--- config.mk ---
export PLATFORM = sky130hd
export DESIGN_NAME = axil_reg_bridge
export DESIGN_NICKNAME = d
export VERILOG_FILES = /design/src/rtl/axil_reg_bridge_pkg.sv /design/src/rtl/axil_reg_bridge_hold_reg.sv /design/src/rtl/axil_reg_bridge.sv
export SDC_FILE = /design/constraint.sdc
export NUM_CORES = 1
export LEC_CHECK = 0
export BUFFER_PORTS_ARGS = -buffer_cell sky130_fd_sc_hd__buf_4
export CORE_UTILIZATION = 50
export CTS_CLUSTER_DIAMETER = 120
export DETAILED_ROUTE_END_ITERATION = 10
export GPL_ROUTABILITY_DRIVEN = 1
export PLACE_DENSITY_LB_ADDON = 0.3
export SLEW_MARGIN = 20
export SYNTH_ARGS = -nofsm -noshare
export SYNTH_HDL_FRONTEND = slang
export SYNTH_HIERARCHICAL = 1
export SYNTH_SLANG_ARGS = --single-unit
--- constraint.sdc ---
create_clock -name clk -period 3.8 [get_ports clk]
set_input_delay 0.57 -clock clk [delete_from_list [all_inputs] [get_ports clk]]
set_output_delay 0.57 -clock clk [all_outputs]
set_load 0.05 [all_outputs]
--- src/rtl/axil_reg_bridge_pkg.sv ---
// Shared types and constants for the AXI4-Lite to register-file bridge.
package axil_reg_pkg;

    typedef enum logic [1:0] {
        OKAY   = 2'b00,
        SLVERR = 2'b10
    } resp_t;

    typedef enum logic [2:0] {
        IDLE    = 3'd0,
        WR_REQ  = 3'd1,
        WR_RESP = 3'd2,
        RD_REQ  = 3'd3,
        RD_RESP = 3'd4
    } state_t;

    localparam int TO_CNT_W = 8;

endpackage

--- src/rtl/axil_reg_bridge_hold_reg.sv ---
// Single-entry valid/ready holding register; ready is registered as the inverse of the held flag.
module axil_hold_reg #(
    parameter int WIDTH = 8
) (
    input  logic             clk,
    input  logic             rst_n,
    input  logic [WIDTH-1:0] in_data,
    input  logic             in_valid,
    output logic             ready,
    input  logic             clr,
    output logic             held,
    output logic [WIDTH-1:0] out_data
);

    logic             held_r;
    logic             ready_r;
    logic [WIDTH-1:0] data_r;
    logic             held_next_s;
    logic             hs_s;

    assign hs_s     = in_valid && ready_r;
    assign ready    = ready_r;
    assign held     = held_r;
    assign out_data = data_r;

    // Next held flag: a consume and a capture can never coincide since ready implies empty
    always_comb begin
        held_next_s = held_r;
        if (clr) begin
            held_next_s = 1'b0;
        end else if (hs_s) begin
            held_next_s = 1'b1;
        end else begin
            held_next_s = held_r;
        end
    end

    // Holding state, payload capture and registered ready
    always_ff @(posedge clk or negedge rst_n) begin
        if (!rst_n) begin
            held_r  <= 1'b0;
            ready_r <= 1'b0;
            data_r  <= {WIDTH{1'b0}};
        end else begin
            held_r  <= held_next_s;
            ready_r <= !held_next_s;
            if (hs_s) begin
                data_r <= in_data;
            end else begin
                data_r <= data_r;
            end
        end
    end

endmodule

--- src/rtl/axil_reg_bridge.sv ---
// AXI4-Lite slave that turns each transaction into one held register request with a watchdog.
module axil_reg_bridge
    import axil_reg_pkg::*;
#(
    parameter int AXI_AWIDTH = 12,
    parameter int AXI_DWIDTH = 32,
    parameter int TIMEOUT    = 255
) (
    input  logic                    clk,
    input  logic                    rst_n,
    input  logic [AXI_AWIDTH-1:0]   AWADDR,
    input  logic [2:0]              AWPROT,
    input  logic                    AWVALID,
    output logic                    AWREADY,
    input  logic [AXI_DWIDTH-1:0]   WDATA,
    input  logic [AXI_DWIDTH/8-1:0] WSTRB,
    input  logic                    WVALID,
    output logic                    WREADY,
    output logic                    BVALID,
    output logic [1:0]              BRESP,
    input  logic                    BREADY,
    input  logic [AXI_AWIDTH-1:0]   ARADDR,
    input  logic [2:0]              ARPROT,
    input  logic                    ARVALID,
    output logic                    ARREADY,
    output logic                    RVALID,
    output logic [AXI_DWIDTH-1:0]   RDATA,
    output logic [1:0]              RRESP,
    input  logic                    RREADY,
    output logic                    reg_wr_en,
    output logic                    reg_rd_en,
    output logic [AXI_AWIDTH-1:0]   reg_addr,
    output logic [AXI_DWIDTH-1:0]   reg_wdata,
    output logic [AXI_DWIDTH/8-1:0] reg_wstrb,
    input  logic [AXI_DWIDTH-1:0]   reg_rdata,
    input  logic                    reg_ack,
    input  logic                    reg_err
);

    localparam int SW = AXI_DWIDTH / 8;
    localparam logic [TO_CNT_W-1:0] TO_LAST = TO_CNT_W'(TIMEOUT - 1);

    state_t                  state_r;
    logic                    prio_wr_r;
    logic [TO_CNT_W-1:0]     cnt_r;
    logic [AXI_AWIDTH-1:0]   aw_addr_s;
    logic [AXI_AWIDTH-1:0]   ar_addr_s;
    logic [AXI_DWIDTH+SW-1:0] w_data_s;
    logic                    aw_held_s;
    logic                    w_held_s;
    logic                    ar_held_s;
    logic                    wr_pend_s;
    logic                    rd_pend_s;
    logic                    to_hit_s;
    logic                    wr_done_s;
    logic                    rd_done_s;
    logic                    unused_prot_s;

    assign unused_prot_s = ^{AWPROT, ARPROT};
    assign wr_pend_s     = aw_held_s && w_held_s;
    assign rd_pend_s     = ar_held_s;
    assign to_hit_s      = (cnt_r == TO_LAST);

    // Completion of the in-flight access releases the holding registers it consumed
    always_comb begin
        wr_done_s = 1'b0;
        rd_done_s = 1'b0;
        case (state_r)
            WR_REQ:  wr_done_s = reg_ack || to_hit_s;
            RD_REQ:  rd_done_s = reg_ack || to_hit_s;
            default: begin
                wr_done_s = 1'b0;
                rd_done_s = 1'b0;
            end
        endcase
    end

    axil_hold_reg #(.WIDTH(AXI_AWIDTH)) u_aw_hold (
        .clk      (clk),
        .rst_n    (rst_n),
        .in_data  (AWADDR),
        .in_valid (AWVALID),
        .ready    (AWREADY),
        .clr      (wr_done_s),
        .held     (aw_held_s),
        .out_data (aw_addr_s)
    );

    axil_hold_reg #(.WIDTH(AXI_DWIDTH + SW)) u_w_hold (
        .clk      (clk),
        .rst_n    (rst_n),
        .in_data  ({WSTRB, WDATA}),
        .in_valid (WVALID),
        .ready    (WREADY),
        .clr      (wr_done_s),
        .held     (w_held_s),
        .out_data (w_data_s)
    );

    axil_hold_reg #(.WIDTH(AXI_AWIDTH)) u_ar_hold (
        .clk      (clk),
        .rst_n    (rst_n),
        .in_data  (ARADDR),
        .in_valid (ARVALID),
        .ready    (ARREADY),
        .clr      (rd_done_s),
        .held     (ar_held_s),
        .out_data (ar_addr_s)
    );

    // Transaction FSM: arbitration, register request, watchdog and AXI responses
    always_ff @(posedge clk or negedge rst_n) begin
        if (!rst_n) begin
            state_r   <= IDLE;
            prio_wr_r <= 1'b1;
            cnt_r     <= {TO_CNT_W{1'b0}};
            reg_wr_en <= 1'b0;
            reg_rd_en <= 1'b0;
            reg_addr  <= {AXI_AWIDTH{1'b0}};
            reg_wdata <= {AXI_DWIDTH{1'b0}};
            reg_wstrb <= {SW{1'b0}};
            BVALID    <= 1'b0;
            BRESP     <= OKAY;
            RVALID    <= 1'b0;
            RRESP     <= OKAY;
            RDATA     <= {AXI_DWIDTH{1'b0}};
        end else begin
            case (state_r)
                IDLE: begin
                    cnt_r <= {TO_CNT_W{1'b0}};
                    // The pointer always names the side that did not win last time
                    if (wr_pend_s && (!rd_pend_s || prio_wr_r)) begin
                        state_r   <= WR_REQ;
                        prio_wr_r <= 1'b0;
                        reg_wr_en <= 1'b1;
                        reg_addr  <= aw_addr_s;
                        reg_wdata <= w_data_s[AXI_DWIDTH-1:0];
                        reg_wstrb <= w_data_s[AXI_DWIDTH+SW-1:AXI_DWIDTH];
                    end else if (rd_pend_s) begin
                        state_r   <= RD_REQ;
                        prio_wr_r <= 1'b1;
                        reg_rd_en <= 1'b1;
                        reg_addr  <= ar_addr_s;
                    end else begin
                        state_r <= IDLE;
                    end
                end
                WR_REQ: begin
                    if (reg_ack) begin
                        reg_wr_en <= 1'b0;
                        BVALID    <= 1'b1;
                        BRESP     <= reg_err ? SLVERR : OKAY;
                        state_r   <= WR_RESP;
                    end else if (to_hit_s) begin
                        reg_wr_en <= 1'b0;
                        BVALID    <= 1'b1;
                        BRESP     <= SLVERR;
                        state_r   <= WR_RESP;
                    end else begin
                        cnt_r <= cnt_r + 1'b1;
                    end
                end
                RD_REQ: begin
                    if (reg_ack) begin
                        reg_rd_en <= 1'b0;
                        RVALID    <= 1'b1;
                        RRESP     <= reg_err ? SLVERR : OKAY;
                        RDATA     <= reg_rdata;
                        state_r   <= RD_RESP;
                    end else if (to_hit_s) begin
                        reg_rd_en <= 1'b0;
                        RVALID    <= 1'b1;
                        RRESP     <= SLVERR;
                        RDATA     <= {AXI_DWIDTH{1'b0}};
                        state_r   <= RD_RESP;
                    end else begin
                        cnt_r <= cnt_r + 1'b1;
                    end
                end
                WR_RESP: begin
                    if (BREADY) begin
                        BVALID  <= 1'b0;
                        state_r <= IDLE;
                    end else begin
                        state_r <= WR_RESP;
                    end
                end
                RD_RESP: begin
                    if (RREADY) begin
                        RVALID  <= 1'b0;
                        state_r <= IDLE;
                    end else begin
                        state_r <= RD_RESP;
                    end
                end
                default: begin
                    state_r   <= IDLE;
                    reg_wr_en <= 1'b0;
                    reg_rd_en <= 1'b0;
                end
            endcase
        end
    end

endmodule
==> flow_metrics.py, run 1 <==
metrics = {
    "logic_synthesis": {
        "synth-simple-area-share_pct": 4.40,
        "synthCells": 448,
        "synth_compound_area_share_pct": 8.54,
        "synthAdderAreaFrac_pct": 0.366,
        "synth.area.mux_share_pct": 22.6,
        "yosys.cell_types.count": 47,
        "synth_edf_count": 0,
        "ys_seq_elements": 164,
        "ys_top_cells_by_area": "dfrtp_1 (60%), mux2_4 (17%), a22o_1 (4.1%), mux2_2 (3.1%), mux2i_1 (2.1%)",
        "synth_top_family_by_area": "multiplexers",
        "async_flop_share_pct": 100,
        "syn_area_um2": 6830,
        "yosysTopAreaCell": "dfrtp_1",
        "synth_top_area_share_pct": 59.7,
        "yosys_most_used_dff": "dfrtp_1",
        "synth-xor-area-share_pct": 0,
        "yosys_warnings": 6,
        "avgSynthCellArea_um2": 15.2,
        "synth-seq-area-share_pct": 60.1,
    },
    "grt": {
        "grt_pass1_wl_um": 23300,
        "grt_pass1_vias": 4454,
        "track_usage_pct": 21.6,
        "grt_max_degree": 90,
        "grt_overflow": 0,
        "antenna_found_initial": 0,
    },
    "floorplanning": {
        "io_pins": 198,
        "die_w_um": 119,
        "start_util_pct": 51.4,
        "core-area_um2": 13300,
        "die_height_um": 119,
        "dieArea_um2": 14100,
        "std_cell_rows": 42,
    },
    "critical_path": {
        "crit_chain": "or3_1, nor2_8, mux2_2",
        "critPathKind": "flip-flop to flip-flop",
        "r2r_slack_ns": 1.35,
        "r2r_start": "state_r[2]$_DFFE_PN0P_",
        "required_ns": 4.10,
        "reg2reg_depth": 3,
        "cp-start-kind": "flip-flop",
        "r2r-end": "reg_wdata[11]$_DFFE_PN0P_",
        "critPathMaxStageDelay_ns": 0.76,
        "cp-endpoint": "reg_wdata[11]$_DFFE_PN0P_",
        "worstSetupEndpointType": "flip-flop",
        "worst-path-stages": 3,
        "crit_buf_inv": 0,
        "crit_fanout": 37,
        "crit_arrival_ns": 2.75,
        "crit_start": "state_r[2]$_DFFE_PN0P_",
        "crit_slowest_cell": "nor2_8",
        "path_delay_family": "simple AND/OR/NAND/NOR gates",
    },
    "clock_tree": {
        "cts_tree": "built",
        "post_cts_resized": 0,
        "postCtsSetupRepairBufs": 0,
        "hold_buffers": 0,
        "numCtsBuffers": 17,
        "cts_sinks": 164,
        "cts_root_buffer": "clkbuf_16",
        "path_clk_slew_ns": 0.06,
        "worstSkewPairLatency_ns": 0.42,
        "clk_path_buf_depth": 2,
        "ctsHtreeMaxLevel": 4,
    },
    "sta": {
        "clock_skew_ns": 0.00660,
        "rsz0062_at_grt": "false",
        "final.setup.tns_ns": 0,
        "slew_headroom_pct": 41.4,
        "fmaxAchievable_mhz": 407,
        "period_needed_ns": 2.45,
        "worst_pin_slew_ns": 0.879,
        "finalCritPeriodShare_pct": 64.6,
        "hold_violations": 0,
        "slew_violations": 0,
        "final-setup-viol-count": 0,
        "layout_setup_ws_ns": 1.35,
    },
    "run_status": {
        "status": "completed",
    },
    "run": {
        "cap_viol_max_count": 0,
    },
    "drt": {
        "wl_met3_um": 828,
        "wl_met1_um": 6430,
        "drc": 0,
        "ant_nets": 0,
        "top_layer": "met4",
        "dr_wl_met2_um": 6830,
        "drt-wirelength-per-cell_um": 17.4,
        "viasPerCell": 5.30,
        "firstDrtPassIters": 4,
        "vias": 4361,
        "wirelength_um": 14300,
        "drt_iter0_drc": 214,
    },
    "pwr": {
        "peakVddDrop_uv": 593,
        "cellPowerDensity_nw_per_um2": 1070,
        "leakagePower_nw": 4.45,
    },
    "layout": {
        "nNetsFinal": 744,
        "drive_above_1_share_pct": 51.6,
        "antennaDiodeCount": 0,
        "synthToLayoutAreaGrowth_pct": 30.0,
    },
    "placement": {
        "gp_congestion": 0.856,
        "pre_cts_slack_ns": 1.33,
        "dp_hpwl_um": 9680,
        "io_buffers": 189,
    },
    "min_path": {
        "hold_class": "primary input to asynchronous set/reset pin",
    },
}
==> cell usage in the layout (no fill, tap or decap), types with 3 or more instances in the layout <==
master	count
a21oi_1	21
inv_1	7
dfrtp_1	163
nand2_1	10
a22o_1	32
nor2_1	22
buf_4	190
clkinv_2	6
nand3_1	6
mux2_2	19
mux2i_1	14
clkbuf_16	17
or2_2	3
mux2_4	79
o21ai_0	8
bufinv_16	4
==> layer usage <==
metal / up-vias / track usage, %
li1: 1976 / -
met1: 2192 / 29.3
met2: 169 / 33.4
met3: 24 / 5.70
met4: 0 / 8.23
met5: - / 0
==> per-stage QoR <==
stage / instances / power (mW) / util (%) / hold WS (ns) / cell area, um^2
2_1_floorplan: 449 / 6.55 / - / 0.274 / 6830
3_3_place_gp: 792 / 7.60 / 62.2 / 0.470 / 8270
3_5_place_dp: 792 / 7.74 / 62.2 / 0.480 / 8270
4_1_cts: 823 / 9.56 / 66.8 / 0.182 / 8880
5_1_grt: 823 / 9.95 / 66.8 / 0.217 / 8880
6_report: 823 / 9.49 / 66.8 / 0.165 / 8880
==> cells in the mapped netlist (all sizes together) (2+ instances only) <==
cell type,number
dfrtp,163
mux2,98
a22o,32
nor2,24
buf,23
a21oi,21
mux2i,14
nand2,13
o21ai,8
inv,7
nand3,7
o211ai,3
or2,3
a21o,2
a31oi,2
and3,2
clkbuf,2
ha,2
nand2b,2
nor3,2
o21bai,2
==> report_power, final <==
group / total [mW] / internal [mW] / switching, mW
clock network: 1.77 / 1.12 / 0.650
registers: 3.15 / 2.60 / 0.546
logic: 4.57 / 1.89 / 2.68
total: 9.49 / 5.61 / 3.88
==> worst min-delay path by stage <==
stage                               startpoint                         to  slack [ns]  cells past startpoint
after floorplan                          rst_n       BRESP[1]$_DFFE_PN0P_        0.27                      0
after detailed placement  cnt_r[7]$_DFFE_PN0P_       cnt_r[7]$_DFFE_PN0P_        0.48                      1
after CTS                                rst_n  reg_wdata[20]$_DFFE_PN0P_        0.18                      1
after global placement    cnt_r[7]$_DFFE_PN0P_       cnt_r[7]$_DFFE_PN0P_        0.47                      1
after global routing                     rst_n  reg_wdata[20]$_DFFE_PN0P_        0.22                      1
final                                    rst_n  reg_wdata[19]$_DFFE_PN0P_        0.17                      1
==> cell families (layout without fill, tap and decap cells) <==
logic type / count (synthesis) / count (layout)
and+or+nand+nor: 57 / 57
buffers and inverters: 32 / 230
muxes: 112 / 112
DFF: 164 / 164
AOI/OAI and AO/OA: 80 / 80
adders and majority gates: 2 / 2
other: 1 / 2
==> layout make-up <==
class	count	area (um^2)
clock inverters	11	158
well taps	176	220
fillers	954	4410
repair buffers	192	1460
clock buffers	20	457
inverters	7	26.3
multi-input cells	253	2460
flip-flops and latches	164	4110
==> state kept, by name, indices dropped and copies added (netlist names), 3 cells and up <==
register	cells
reg_wdata	32
cnt_r	8
u_ar_hold/out_data	12
u_aw_hold/out_data	12
reg_addr	12
state_r	3
RDATA	32
reg_wstrb	4
u_w_hold/out_data	36
==> worst register-to-register path, stage by stage (launching register included) <==
cell,delay (ns)
dfrtp_1,0.47
or3_1,0.65
nor2_8,0.76
mux2_2,0.46
Note: power is estimated with default switching activity, not from simulation.
==> inputs of run 2 (changes only) <==
Settings changed: CORE_UTILIZATION 50 to 47.
Clock period 3.8 ns to 2.1 ns, I/O delays scaled along.
==> flow_metrics.py, run 2 (synthesized netlist as in run 1, its figures left out) <==
metrics = {
    "sta": {
        "rsz0062_at_grt": "false",
        "finalCritPeriodShare_pct": 87.3,
        "layout_setup_ws_ns": 0.267,
        "final.setup.tns_ns": 0,
        "period_needed_ns": 1.83,
        "slew_violations": 0,
        "final-setup-viol-count": 0,
        "whs_ns": 0.0960,
        "hold_violations": 0,
        "clock_skew_ns": 0.0119,
        "fmaxAchievable_mhz": 546,
    },
    "floorplanning": {
        "io_pins": 198,
        "std_cell_rows": 43,
        "die_height_um": 123,
        "core-area_um2": 14000,
        "start_util_pct": 48.6,
        "dieArea_um2": 15000,
        "die_w_um": 123,
    },
    "placement": {
        "io_buffers": 189,
        "gp_congestion": 0.872,
        "pre_cts_slack_ns": 0.196,
        "dp_hpwl_um": 10200,
    },
    "pwr": {
        "p_clk_share_pct": 17.6,
        "p_sw_mw": 7.12,
        "internal-power_mw": 10.0,
        "switching_share_pct": 41.6,
        "p_seq_share_pct": 33.0,
        "p_total_mw": 17.1,
        "peakVddDrop_uv": 971,
        "cellPowerDensity_nw_per_um2": 1910,
        "p_comb_share_pct": 49.4,
        "leakagePower_nw": 4.49,
    },
    "drt": {
        "viasPerCell": 5.17,
        "drt-wirelength-per-cell_um": 17.4,
        "drt_iter0_drc": 191,
        "vias": 4350,
        "wirelength_um": 14700,
        "ant_nets": 0,
        "firstDrtPassIters": 4,
        "drc": 0,
    },
    "clock_tree": {
        "numCtsBuffers": 17,
        "worstSkewPairLatency_ns": 0.42,
        "cts_sinks": 164,
        "cts_tree": "built",
        "clk_path_buf_depth": 2,
        "ctsHtreeMaxLevel": 4,
        "cts_root_buffer": "clkbuf_16",
        "path_clk_slew_ns": 0.06,
    },
    "grt": {
        "grt_pass1_wl_um": 23300,
        "grt_max_degree": 64,
        "track_usage_pct": 20.4,
        "grt_overflow": 0,
        "grt_pass1_vias": 4617,
        "antenna_found_initial": 0,
    },
    "layout": {
        "multi_input_area_um2": 2460,
        "largest_reg_flops": 36,
        "register_area_um2": 4110,
        "most-common-layout-cells": "buf_4 (200), dfrtp_1 (163), mux2_4 (79), a22o_1 (32), nor2_1 (22)",
        "fillers": 1070,
        "fin_util_pct": 63.9,
        "drive_above_1_share_pct": 52.0,
        "antennaDiodeCount": 0,
        "layout_commonest_cell": "buf_4",
        "synthToLayoutAreaGrowth_pct": 31.4,
        "nNetsFinal": 757,
    },
    "critical_path": {
        "crit_slowest_cell": "dfrtp_1",
        "critPathMaxStageDelay_ns": 0.42,
        "critPathKind": "flip-flop to flip-flop",
        "cp-start-kind": "flip-flop",
        "path_delay_family": "compound AO/OA/AOI/OAI gates",
        "crit_buf_inv": 2,
        "crit_chain": "inv_1, ha_1, nand3_1, o21bai_1, nand3_2, buf_4, a22o_1",
        "crit_arrival_ns": 2.13,
        "worstSetupEndpointType": "flip-flop",
        "crit_fanout": 26,
        "required_ns": 2.40,
    },
    "run": {
        "cap_viol_max_count": 0,
    },
    "run_status": {
        "status": "completed",
    },
    "min_path": {
        "hold_class": "primary input to flip-flop",
    },
}
run 2: changes by cell type in the layout (fill, tap and decap cells not counted), sizes merged:
cell         delta
dlygate4sd3     +1
bufinv          -2
clkinv          +2
clkbuf          +1
buf            +12
run 2: final timing paths:
kind / endpoint / start / slack (ns) / depth (start not counted)
setup reg to reg: RDATA[14]$_DFFE_PN0P_ / cnt_r[0]$_DFFE_PN0P_ / 0.27 / 7
max in group asynchronous: prio_wr_r$_DFFE_PN1P_ / rst_n / 1.01 / 3
hold reg to reg: cnt_r[7]$_DFFE_PN0P_ / cnt_r[7]$_DFFE_PN0P_ / 0.50 / 1
setup / recovery: RDATA[14]$_DFFE_PN0P_ / cnt_r[0]$_DFFE_PN0P_ / 0.27 / 7
hold / removal: state_r[2]$_DFFE_PN0P_ / RREADY / 0.1 / 2
min in group asynchronous: u_w_hold/out_data[19]$_DFFE_PN0P_ / rst_n / 0.39 / 2
run 2: worst reg2reg max path, delay by kind of cell, from the launching register on:
kind	cells	cell delay (ns)
AO/OA/AOI/OAI	2	0.60
flip-flops	1	0.42
buffers and inverters	2	0.31
AND/OR/NAND/NOR	2	0.26
adder cells (fa/ha/maj)	1	0.14
run 2: power groups by stage:
stage | clock network [mW] | logic [mW] | registers, mW
after floorplan | 0 | 3.53 | 8.32
after CTS | 3.08 | 8.53 | 5.66
after detailed placement | 0 | 8.50 | 5.67
final | 3.01 | 8.47 | 5.65
after global placement | 0 | 8.33 | 5.56
after global routing | 3.24 | 8.91 | 5.85
run 2: final cells by class:
class,instances,area share (%)
flip-flops and latches,164,45.7
multi-input cells,253,27.4
repair buffers,205,17.6
clock buffers,21,5.02
well taps,180,2.51
clock inverters,11,1.45
inverters,7,0.293
run 2: per-stage QoR:
step	cells	area (um^2)
5_1_grt	841	8980
2_1_floorplan	449	6830
4_1_cts	841	8980
6_report	841	8980
3_5_place_dp	808	8390
3_3_place_gp	808	8390
run 2: what timing repair did:
item,4_1_cts,5_1_grt
hold buffers,1,0
buffers inserted,0,0
endpoints found under the hold margin,39,0
resized for setup,0,1
endpoints found under the setup margin,0,2
run 2: per-layer routing:
metal	part of all wire [%]	wire length, um	vias up	track usage [%]
met5	0	0	-	0
met4	0.54	79	0	5.18
met3	7.5	1100	7	7.11
met2	48	7080	150	32.8
met1	44	6400	2193	26.4
li1	-	-	2000	-
==> inputs of run 3 (changes only) <==
--- a/config.mk
+++ b/config.mk
@@ -11,4 +11,5 @@
 export DETAILED_ROUTE_END_ITERATION = 10
 export GPL_ROUTABILITY_DRIVEN = 1
+export HOLD_SLACK_MARGIN = 0.15
 export PLACE_DENSITY_LB_ADDON = 0.3
 export SLEW_MARGIN = 20
==> constraint.sdc (replaced) <==
create_clock -name clk -period 2.1 [get_ports clk]
set_input_delay 0.42 -clock clk [delete_from_list [all_inputs] [get_ports clk]]
set_output_delay 0.42 -clock clk [all_outputs]
set_load 0.05 [all_outputs]
==> flow_metrics.py, run 3 (synthesized netlist as in run 1, its figures left out) <==
metrics = {
    "critical_path": {
        "worstSetupEndpointType": "flip-flop",
        "required_ns": 2.41,
        "crit_fanout": 5,
        "cp-start-kind": "flip-flop",
        "critPathKind": "flip-flop to flip-flop",
        "crit_arrival_ns": 2.22,
    },
    "sta": {
        "rsz0062_at_grt": "false",
        "fmaxAchievable_mhz": 524,
        "finalCritPeriodShare_pct": 91.0,
        "final-setup-viol-count": 0,
        "slew_violations": 0,
        "period_needed_ns": 1.91,
        "whs_ns": 0.175,
        "worst_pin_slew_ns": 0.524,
        "hold_violations": 0,
        "slew_headroom_pct": 64.7,
        "clock_skew_ns": 0.00696,
        "final.setup.tns_ns": 0,
    },
    "floorplanning": {
        "die_w_um": 123,
        "die_height_um": 123,
        "core-area_um2": 14000,
        "start_util_pct": 48.6,
        "dieArea_um2": 15000,
        "std_cell_rows": 43,
        "io_pins": 198,
    },
    "grt": {
        "track_usage_pct": 20.9,
        "grt_use_met1_pct": 26.5,
        "antenna_found_initial": 0,
        "grt_pass1_vias": 4667,
        "globalRoute.busiestLayer": "met2",
        "grt_overflow": 0,
        "use_met2_pct": 33.1,
        "grt_max_degree": 88,
        "use_met3_pct": 8.04,
        "grt_pass1_wl_um": 23600,
    },
    "pwr": {
        "p_seq_share_pct": 33.4,
        "peakVddDrop_uv": 1230,
        "p_sw_mw": 7.11,
        "internal-power_mw": 9.80,
        "cellPowerDensity_nw_per_um2": 1890,
        "switching_share_pct": 42.0,
        "p_comb_share_pct": 50.4,
        "leakagePower_nw": 4.47,
        "p_clk_share_pct": 16.2,
    },
    "drt": {
        "vias": 4360,
        "drt-wirelength-per-cell_um": 17.6,
        "drc": 0,
        "ant_nets": 0,
        "drt_iter0_drc": 264,
        "firstDrtPassIters": 4,
        "viasPerCell": 5.18,
        "wirelength_um": 14800,
    },
    "placement": {
        "dp_hpwl_um": 10400,
        "gp_congestion": 0.902,
        "io_buffers": 189,
    },
    "clock_tree": {
        "cts_tree": "built",
        "ctsHtreeMaxLevel": 4,
        "cts_root_buffer": "clkbuf_16",
        "clk_path_buf_depth": 2,
        "cts_sinks": 164,
        "path_clk_slew_ns": 0.06,
        "postCtsSetupRepairBufs": 0,
        "worstSkewPairLatency_ns": 0.43,
        "numCtsBuffers": 17,
    },
    "layout": {
        "largest_reg_flops": 36,
        "most-common-layout-cells": "buf_4 (200), dfrtp_1 (163), mux2_4 (79), a22o_1 (32), nor2_1 (22)",
        "fillers": 1025,
        "antennaDiodeCount": 0,
        "multi_input_area_um2": 2460,
        "synthToLayoutAreaGrowth_pct": 31.1,
        "nNetsFinal": 759,
        "register_area_um2": 4110,
        "layout_commonest_cell": "buf_4",
        "drive_above_1_share_pct": 51.8,
    },
    "run": {
        "cap_viol_max_count": 0,
    },
    "run_status": {
        "status": "completed",
    },
    "min_path": {
        "hold_class": "primary input to flip-flop",
    },
}
## run 3: cell type report
| type | instances | area share [%] |
|---|---|---|
| multi-input combinational | 253 | 27.4 |
| tap | 180 | 2.52 |
| clock inverter | 8 | 0.629 |
| sequential | 164 | 45.9 |
| inverter | 7 | 0.294 |
| timing repair buffer | 207 | 18.1 |
| clock buffer | 23 | 5.12 |
## run 3: routing by layer
layer	vias to the layer above	share of wire [%]
met5	-	0
met4	0	1.0
met3	14	6.9
met2	161	49
met1	2186	43
li1	1999	-
## run 3: critical path, stage by stage (launching register included)
cell     delay, ns
dfrtp_1       0.43
inv_1         0.08
ha_1          0.15
nand3_1       0.11
o21ai_0       0.46
mux2_2        0.40
a21o_1        0.18
## run 3: per-stage QoR
step	area (um^2)	utilization, %	instances	power, mW	setup WS [ns]
after floorplan	6830	-	449	11.9	0.294
after CTS	8950	63.7	842	17.1	0.213
after global placement	8430	60.0	810	14.0	0.291
final	8950	63.7	842	16.9	0.190
after global routing	8950	63.7	842	17.8	0.0348
after detailed placement	8430	60.0	810	14.2	0.227
## run 3: final timing paths
kind	start	end	slack, ns	cells after the start
min	RREADY	state_r[2]$_DFFE_PN0P_	0.17	2
min reg2reg	u_w_hold/out_data[0]$_DFFE_PN0P_	reg_wdata[0]$_DFFE_PN0P_	0.49	1
max in group asynchronous	rst_n	u_ar_hold/out_data[7]$_DFFE_PN0P_	1.03	3
min in group asynchronous	rst_n	u_w_hold/out_data[17]$_DFFE_PN0P_	0.38	2
max reg2reg	cnt_r[0]$_DFFE_PN0P_	cnt_r[6]$_DFFE_PN0P_	0.19	6
max	cnt_r[0]$_DFFE_PN0P_	cnt_r[6]$_DFFE_PN0P_	0.19	6
## run 3: repair_timing
item                                   4_1_cts  5_1_grt
endpoints found under the hold margin       76        0
hold buffers                                 1        0
gates resized for setup                      0        0
## run 3: power groups by stage
stage	Clock, mW	Combinational, mW	Sequential (mW)
2_1_floorplan	0	3.53	8.32
3_3_place_gp	0	8.39	5.57
3_5_place_dp	0	8.56	5.67
4_1_cts	2.82	8.59	5.65
5_1_grt	2.97	8.96	5.83
6_report	2.75	8.52	5.64
